**src/rtl/rr_quantum_scheduler.sv**
```systemverilog
// Round-robin arbiter for one shared resource. A grant is held until done, until the owner
// drops its request, or until a cycle quantum expires. A dead cycle always separates two grants.
module rr_quantum_scheduler #(
    parameter int N       = 4,
    parameter int QUANTUM = 8,
    parameter int CNT_W   = 4,
    parameter int ID_W    = 2
) (
    input  logic            clk,
    input  logic            rst,
    input  logic [N-1:0]    req,
    input  logic [N-1:0]    mask,
    input  logic            done,
    output logic [N-1:0]    gnt,
    output logic [ID_W-1:0] gnt_id,
    output logic            gnt_vld,
    output logic            timeout
);

    typedef enum logic [0:0] {
        IDLE  = 1'b0,
        GRANT = 1'b1
    } state_t;

    localparam logic             QLIM_EN = (QUANTUM != 0);
    localparam logic [CNT_W-1:0] QLAST   = CNT_W'((QUANTUM == 0) ? 0 : QUANTUM - 1);

    state_t            state_q, state_d;
    logic [ID_W-1:0]   ptr_q, ptr_d;
    logic [CNT_W-1:0]  hold_cnt_q, hold_cnt_d;
    logic [N-1:0]      gnt_q, gnt_d;
    logic [ID_W-1:0]   gnt_id_q, gnt_id_d;
    logic              gnt_vld_q, gnt_vld_d;
    logic              timeout_q, timeout_d;

    logic [N-1:0]      elig_s;
    logic              win_found_s;
    logic [ID_W-1:0]   win_id_s;
    logic [ID_W-1:0]   cand_s;
    logic              owner_req_s;
    logic              q_exp_s;
    logic              release_s;

    // Rotating-priority search: first eligible requester at or after ptr, wrapping.
    always_comb begin
        elig_s      = req & ~mask;
        win_found_s = 1'b0;
        win_id_s    = '0;
        cand_s      = '0;
        for (int i = 0; i < N; i++) begin
            cand_s = ID_W'((int'(ptr_q) + i) % N);
            if (!win_found_s && elig_s[cand_s]) begin
                win_found_s = 1'b1;
                win_id_s    = cand_s;
            end else begin
                win_found_s = win_found_s;
            end
        end
    end

    // Next-state and output decode; done outranks request loss, which outranks expiry.
    always_comb begin
        state_d     = state_q;
        ptr_d       = ptr_q;
        hold_cnt_d  = hold_cnt_q;
        gnt_d       = gnt_q;
        gnt_id_d    = gnt_id_q;
        gnt_vld_d   = gnt_vld_q;
        timeout_d   = 1'b0;
        owner_req_s = req[gnt_id_q];
        q_exp_s     = QLIM_EN && (hold_cnt_q == QLAST);
        release_s   = done || !owner_req_s || q_exp_s;

        case (state_q)
            IDLE: begin
                hold_cnt_d = '0;
                if (win_found_s) begin
                    state_d           = GRANT;
                    gnt_d             = '0;
                    gnt_d[win_id_s]   = 1'b1;
                    gnt_id_d          = win_id_s;
                    gnt_vld_d         = 1'b1;
                end else begin
                    gnt_d     = '0;
                    gnt_vld_d = 1'b0;
                end
            end
            GRANT: begin
                if (release_s) begin
                    state_d    = IDLE;
                    gnt_d      = '0;
                    gnt_vld_d  = 1'b0;
                    hold_cnt_d = '0;
                    ptr_d      = ID_W'((int'(gnt_id_q) + 1) % N);
                    timeout_d  = !done && owner_req_s;
                end else begin
                    hold_cnt_d = hold_cnt_q + CNT_W'(1);
                end
            end
            default: begin
                state_d    = IDLE;
                gnt_d      = '0;
                gnt_vld_d  = 1'b0;
                hold_cnt_d = '0;
            end
        endcase
    end

    // State and registered outputs with synchronous reset.
    always_ff @(posedge clk) begin
        if (rst) begin
            state_q    <= IDLE;
            ptr_q      <= '0;
            hold_cnt_q <= '0;
            gnt_q      <= '0;
            gnt_id_q   <= '0;
            gnt_vld_q  <= 1'b0;
            timeout_q  <= 1'b0;
        end else begin
            state_q    <= state_d;
            ptr_q      <= ptr_d;
            hold_cnt_q <= hold_cnt_d;
            gnt_q      <= gnt_d;
            gnt_id_q   <= gnt_id_d;
            gnt_vld_q  <= gnt_vld_d;
            timeout_q  <= timeout_d;
        end
    end

    assign gnt     = gnt_q;
    assign gnt_id  = gnt_id_q;
    assign gnt_vld = gnt_vld_q;
    assign timeout = timeout_q;

endmodule

```
**config.mk**
```make
export PLATFORM = sky130hd
export DESIGN_NAME = rr_quantum_scheduler
export DESIGN_NICKNAME = d
export VERILOG_FILES = /design/src/rtl/rr_quantum_scheduler.sv
export SDC_FILE = /design/constraint.sdc
export NUM_CORES = 1
export LEC_CHECK = 0
export BUFFER_PORTS_ARGS = -buffer_cell sky130_fd_sc_hd__buf_2
export CELL_PAD_IN_SITES_DETAIL_PLACEMENT = 0
export CELL_PAD_IN_SITES_GLOBAL_PLACEMENT = 1
export CORE_ASPECT_RATIO = 0.9
export CORE_MARGIN = 2
export CORE_UTILIZATION = 37
export CTS_BUF_LIST = sky130_fd_sc_hd__clkbuf_8 sky130_fd_sc_hd__clkbuf_16
export DETAILED_ROUTE_END_ITERATION = 12
export PLACE_DENSITY_LB_ADDON = 0.1
export REMOVE_ABC_BUFFERS = 1
export SYNTH_ARGS = -nofsm -noshare
export SYNTH_HDL_FRONTEND = slang
export SYNTH_SLANG_ARGS = --single-unit
export TNS_END_PERCENT = 1
```
**constraint.sdc**
```tcl
create_clock -name clk -period 1.7 [get_ports clk]
set_input_delay 0.085 -clock clk [delete_from_list [all_inputs] [get_ports clk]]
set_output_delay 0.085 -clock clk [all_outputs]
set_load 0.02 [all_outputs]
```
==> results.md, run 1 <==
* Area growth from synthesis to layout at 21.83%
* TritonCTS clock tree: yes
* Crit path DAT at 1.70 ns
* Max-cap violation count at 0
* Critical path startpoint: gnt_id[0]
* Mapped Cells at 73
* Post-detailed-route wirelength per cell at 12.23 um
* Largest net degree at the start of global routing at 9
* Most numerous cell in the Yosys netlist: dfxtp_1
* DRC at 0
* Delay-heaviest family, CP: multiplexers
* H-tree Lvls at 1
* Routed WL at 1455 um
* Setup Skew at 0.0005488 ns
* Sequential fraction of the synthesis area at 42.25%
* Slew Limit Fails at 0
* HP Class: primary input to register
* Max incr delay on CP at 0.59 ns
* Max-slew headroom at 70.65%
* Ys flop type: dfxtp_1
* Met2 GRT Util at 21.58%
* Period utilization at 92.05%
* Hold buffers post-CTS at 0
* Final setup vio count at 0
* Synth top area share at 42.25%
* Data required, critical path at 1.84 ns
* Number of global-route vias before repair at 527
* Number of I/O port buffers at 18
* Max rail drop VDD at 0.6319 mV
* Fmax at 639.0 MHz
* Synth warnings at 0
* Crit path buf inv count at 0
* Clock Latency Late Sink at 0.24 ns
* GPL Wtd Cong at 0.8447
* Distinct cells, synth at 34
* Gr ovfl total at 0
* RSZ-0062 raised after global routing: no
* Yosys reg bits at 15
* GR peak layer: met2
* Fin. Hold Viols at 0
* CTS max path bufs at 2
* Crit-path cells: mux4_2, a31o_1, mux2i_1, nor2_1
* Post-synth EDFFs at 0
* Global-route wire length before repair at 2415 um
* # diodes at 0
* Top cells by area, synth: dfxtp_1 (42%), nand2b_1 (5.3%), mux2_2 (3.2%), mux4_2 (3.2%), nand2_1 (3.2%)
* P_leak at 0.0003772 uW
* Clk slew on worst S/H paths at 0.06 ns
* Slowest CP cell: mux4_2
* Syn Area/Cell at 9.735 um^2
* Initial DRC count at 11
* Initial Utilization at 38.25%
* CP startpoint kind: register
* Hold Path Origin: rst
* Pwr dens at 922.0 mW/mm^2
* CP Max Fanout at 5
* CP Capture Type: register
* Final ANT Viol Nets at 0
* 1st-pass router iterations at 4
* Setup TNS at 0 ns
* TritonCTS sink count at 15
* Slew @ Worst Pin at 0.4346 ns
* DR vias/cell at 5.168
* Reg2Reg Launch Point: gnt_id[0]
* Ys async rst share at 0%
* Clock Tree Root: clkbuf_8
* DP Worst Slack at 0.1375 ns
* Synth area leader: dfxtp_1
* Final min period at 1.565 ns
* Post-CTS sizing at 0
* TritonCTS Buffers at 3
* Buffer count from post-CTS setup fixing at 0
* Synth top cells by count: dfxtp_1 (15), nand2_1 (6), nand2b_1 (6), nor2_1 (6)
* Die width at 50.20 um
* Setup ws final at 0.1352 ns
* Status: completed
* Die area at 0.002288 mm^2
* All-Layer GR Usage at 14.84%
* Row cnt at 15
* Layout cells sized above 1 at 28.72%
* Antenna violations before repair at 0
* Area of the core at 0.001858 mm^2
* Hpwl dp at 1144 um
* Met3 Resource Use GR at 5.263%
* Nets at 107
* Via count at 615
* Post-Syn Area at 710.7 um^2
* Die H at 45.58 um
* Critical path type: register to register
* Top-Level Pins at 19
* Met1 Use GR at 20.45%
sequential cells by signal (all words and copies together) (netlist names):
signal / count
timeout: 1
gnt_id: 2
gnt: 4
gnt_vld: 1
hold_cnt_q: 4
state_q: 1
ptr_q: 2
logic make-up after synthesis:
kind of cell | share of synthesized area (%)
compound gates | 19.01
xor+xnor | 3.698
fa+ha+maj | 1.760
buf+inv | 2.641
flops | 42.25
mux | 7.746
simple gates | 22.89
layout make-up:
| class | count | area [um^2] |
|---|---|---|
| multi-input combinational | 55 | 391.6 |
| clock inverter | 1 | 3.754 |
| fill | 181 | 992.2 |
| sequential | 15 | 300.3 |
| tap | 25 | 31.28 |
| inverter | 2 | 7.507 |
| timing repair buffer | 18 | 90.09 |
| clock buffer | 3 | 41.29 |
through the flow:
| stage | cell area, um^2 | std cells | total power (uW) | hold WS [ns] | util, % |
|---|---|---|---|---|---|
| final | 865.8 | 119 | 798.3 | 0.08111 | 46.60 |
| after global routing | 865.8 | 119 | 844.5 | 0.08622 | 46.60 |
| after CTS | 865.8 | 119 | 808.8 | 0.08039 | 46.60 |
| after detailed placement | 820.8 | 115 | 527.8 | 0.3423 | 44.18 |
| after global placement | 820.8 | 115 | 529.2 | 0.3433 | 44.18 |
| after floorplan | 699.4 | 72 | 483.1 | 0.1541 | - |
final timing paths:
check	end	slack [ns]	depth (start not counted)
min reg2reg	hold_cnt_q[0]	0.45	1
max reg2reg	ptr_q[1]	0.14	4
max	ptr_q[1]	0.14	4
min	gnt_id[1]	0.08	2
power by group:
part / switching (uW) / internal (uW)
clock network: 118 / 160
registers: 16.4 / 371
logic: 73.8 / 59.7
total: 208 / 590
per-layer routing:
| layer | vias up | wire length (um) |
|---|---|---|
| met5 | - | 0 |
| met4 | 0 | 11 |
| met3 | 2 | 63 |
| met2 | 11 | 633 |
| met1 | 295 | 747 |
| li1 | 307 | - |
cell usage in the layout, fill, tap and decap left out, types with 2 or more instances in the layout:
cell type | synthesis | layout
a21oi_1 | 2 | 2
a32o_1 | 2 | 2
buf_2 | 0 | 18
clkbuf_8 | 0 | 3
dfxtp_1 | 15 | 15
inv_1 | 2 | 3
mux2_2 | 2 | 2
nand2_1 | 6 | 6
nand2b_1 | 6 | 6
nand3_1 | 2 | 2
nor2_1 | 6 | 6
nor2b_1 | 2 | 2
o21a_1 | 2 | 2
o21ai_0 | 2 | 2
o31ai_1 | 2 | 2
xor2_1 | 2 | 2
(Power assumes the default switching activity.)
==> inputs of run 2 (changes only) <==
Settings changed: SKIP_LAST_GASP set to 1.
Clock period 1.7 ns to 1.62 ns, I/O delays scaled along.
==> results.md, run 2 (synthesis results as in run 1) <==
* H-tree Lvls at 1 (unchanged)
* Hold Path Sink: gnt_id[1]
* CP Max Fanout at 4 (-1)
* Hold Path Origin: rst
* Antenna violations before repair at 0 (unchanged)
* Die H at 45.58 um (unchanged)
* Clock Tree Root: clkbuf_8
* Row cnt at 15 (unchanged)
* Layout cells sized above 1 at 29.47% (+0.75 points)
* Delay-heaviest family, CP: multiplexers
* Slew @ Worst Pin at 0.4294 ns (-0.005201 ns)
* Initial Utilization at 38.25% (unchanged)
* Setup TNS at 0 ns (unchanged)
* Worst Hold Path Cells at 2 (unchanged)
* TritonCTS sink count at 15 (unchanged)
* Number of I/O port buffers at 18 (unchanged)
* P_leak at 0.0003826 uW (+1.4%)
* Largest net degree at the start of global routing at 9 (unchanged)
* Via count at 584 (-5.0%)
* Worst R2R End: ptr_q[1]
* Met1 Use GR at 19.67% (-0.78 points)
* Post-detailed-route wirelength per cell at 11.99 um (-1.9%)
* Fin cells at 120 (+0.84%)
* Max rail drop VDD at 0.5698 mV (-9.8%)
* DRC at 0 (unchanged)
* All-Layer GR Usage at 14.85% (about the same)
* Crit-path cells: mux4_2, a31o_1, mux2i_1, nor2_1
* Reg2Reg Launch Point: gnt_id[0]
* R2r setup slk at 0.17 ns (+0.04 ns)
* Inst Count DP at 116 (+0.87%)
* Slowest CP cell: mux4_2
* Clk slew on worst S/H paths at 0.06 ns (about the same)
* Final ANT Viol Nets at 0 (unchanged)
* GPL Wtd Cong at 0.7787 (-7.8%)
* CP startpoint kind: register
* Met3 Resource Use GR at 6.250% (+0.99 points)
* Period utilization at 89.35% (-2.7 points)
* Hold buffers post-CTS at 0 (unchanged)
* CTS max path bufs at 2 (unchanged)
* HP Class: primary input to register
* GR peak layer: met2
* Crit path DAT at 1.58 ns (-0.12 ns)
* Hold slack at 0.09205 ns (+0.01094 ns)
* Layout fillers at 174 (-3.9%)
* Routed WL at 1439 um (-1.1%)
* Crit path buf inv count at 0 (unchanged)
* Number of global-route vias before repair at 547 (+3.8%)
* Status: completed
* TritonCTS Buffers at 3 (unchanged)
* Post-CTS sizing at 0 (unchanged)
* Die area at 0.002288 mm^2 (unchanged)
* Reg2Reg Depth at 4 (unchanged)
* Met2 GRT Util at 23.42% (+1.8 points)
* TritonCTS clock tree: yes
* Fmax at 690.9 MHz (+8.1%)
* DR vias/cell at 4.867 (-5.8%)
* DP Worst Slack at 0.1776 ns (+0.04012 ns)
* Pwr dens at 953.3 mW/mm^2 (+3.4%)
* Initial DRC count at 9 (-2)
* Most frequent cells in the layout: buf_2 (18), dfxtp_1 (15), nor2_1 (6), nand2b_1 (6), nand2_1 (6)
* Nets at 108 (+0.93%)
* Top-Level Pins at 19 (unchanged)
* Critical path startpoint: gnt_id[0]
* Leading cell type in the layout, fill and taps excluded: buf_2
* Critical path type: register to register
* Area growth from synthesis to layout at 22.89%
* Die width at 50.20 um (unchanged)
* # diodes at 0 (unchanged)
* Slew Limit Fails at 0 (unchanged)
* RSZ-0062 raised after global routing: no
* Clock Latency Late Sink at 0.24 ns (about the same)
* Buffer count from post-CTS setup fixing at 0 (unchanged)
* Max incr delay on CP at 0.55 ns (-0.04 ns)
* Fin. Hold Viols at 0 (unchanged)
* Area of the core at 0.001858 mm^2 (unchanged)
* CP Capture Type: register
* Global-route wire length before repair at 2470 um (+2.3%)
* Final min period at 1.447 ns (-0.1173 ns)
* Data required, critical path at 1.75 ns (-0.09 ns)
* Setup Skew at 0.001274 ns (+0.0007249 ns)
* 1st-pass router iterations at 4 (unchanged)
* Fin util at 47.00% (+0.40 points)
* Setup ws final at 0.1725 ns (+0.03734 ns)
* Final setup vio count at 0 (unchanged)
* Max-cap violation count at 0 (unchanged)
* Max-slew headroom at 71.00% (+0.35 points)
* Hpwl dp at 1125 um (-1.7%)
* Gr ovfl total at 0 (unchanged)
==> run 2: changes by cell type in the layout (fill, tap and decap cells not counted), sizes merged <==
cell,delta
buf,+1
==> run 2: per-stage QoR <==
stage	power, uW	cell area, um^2
floorplan	507.0	699.4
global placement	557.1	828.3
detailed placement	556.5	828.3
CTS	846.1	873.3
global route	877.3	873.3
finish	832.6	873.3
==> run 2: worst max path at each step <==
| stage | to | slack [ns] | depth (start not counted) |
|---|---|---|---|
| 2_1_floorplan | ptr_q[1] | 0.02 | 4 |
| 3_3_place_gp | ptr_q[1] | 0.19 | 4 |
| 3_5_place_dp | ptr_q[0] | 0.18 | 4 |
| 4_1_cts | ptr_q[1] | 0.17 | 4 |
| 5_1_grt | ptr_q[0] | 0.07 | 4 |
| 6_report | ptr_q[1] | 0.17 | 4 |
==> run 2: cell type report <==
cell class	instances	area [um^2]	area share, %
clock buffer	3	41.29	4.728
clock inverter	1	3.754	0.4298
inverter	2	7.507	0.8596
multi-input combinational	55	391.6	44.84
sequential	15	300.3	34.38
tap	25	31.28	3.582
timing repair buffer	19	97.59	11.17
==> run 2: per-layer routing <==
| metal | routed length (um) | up-vias | share of wire [%] |
|---|---|---|---|
| li1 | - | 307 | - |
| met3 | 64 | 2 | 4.4 |
| met4 | 4 | 0 | 0.28 |
| met1 | 718 | 267 | 50 |
| met5 | 0 | - | 0 |
| met2 | 651 | 8 | 45 |
==> run 2: where the power goes <==
| group | internal (uW) | switching [uW] |
|---|---|---|
| sequential | 389 | 17.3 |
| clock | 167 | 116 |
| combinational | 64.8 | 77.8 |
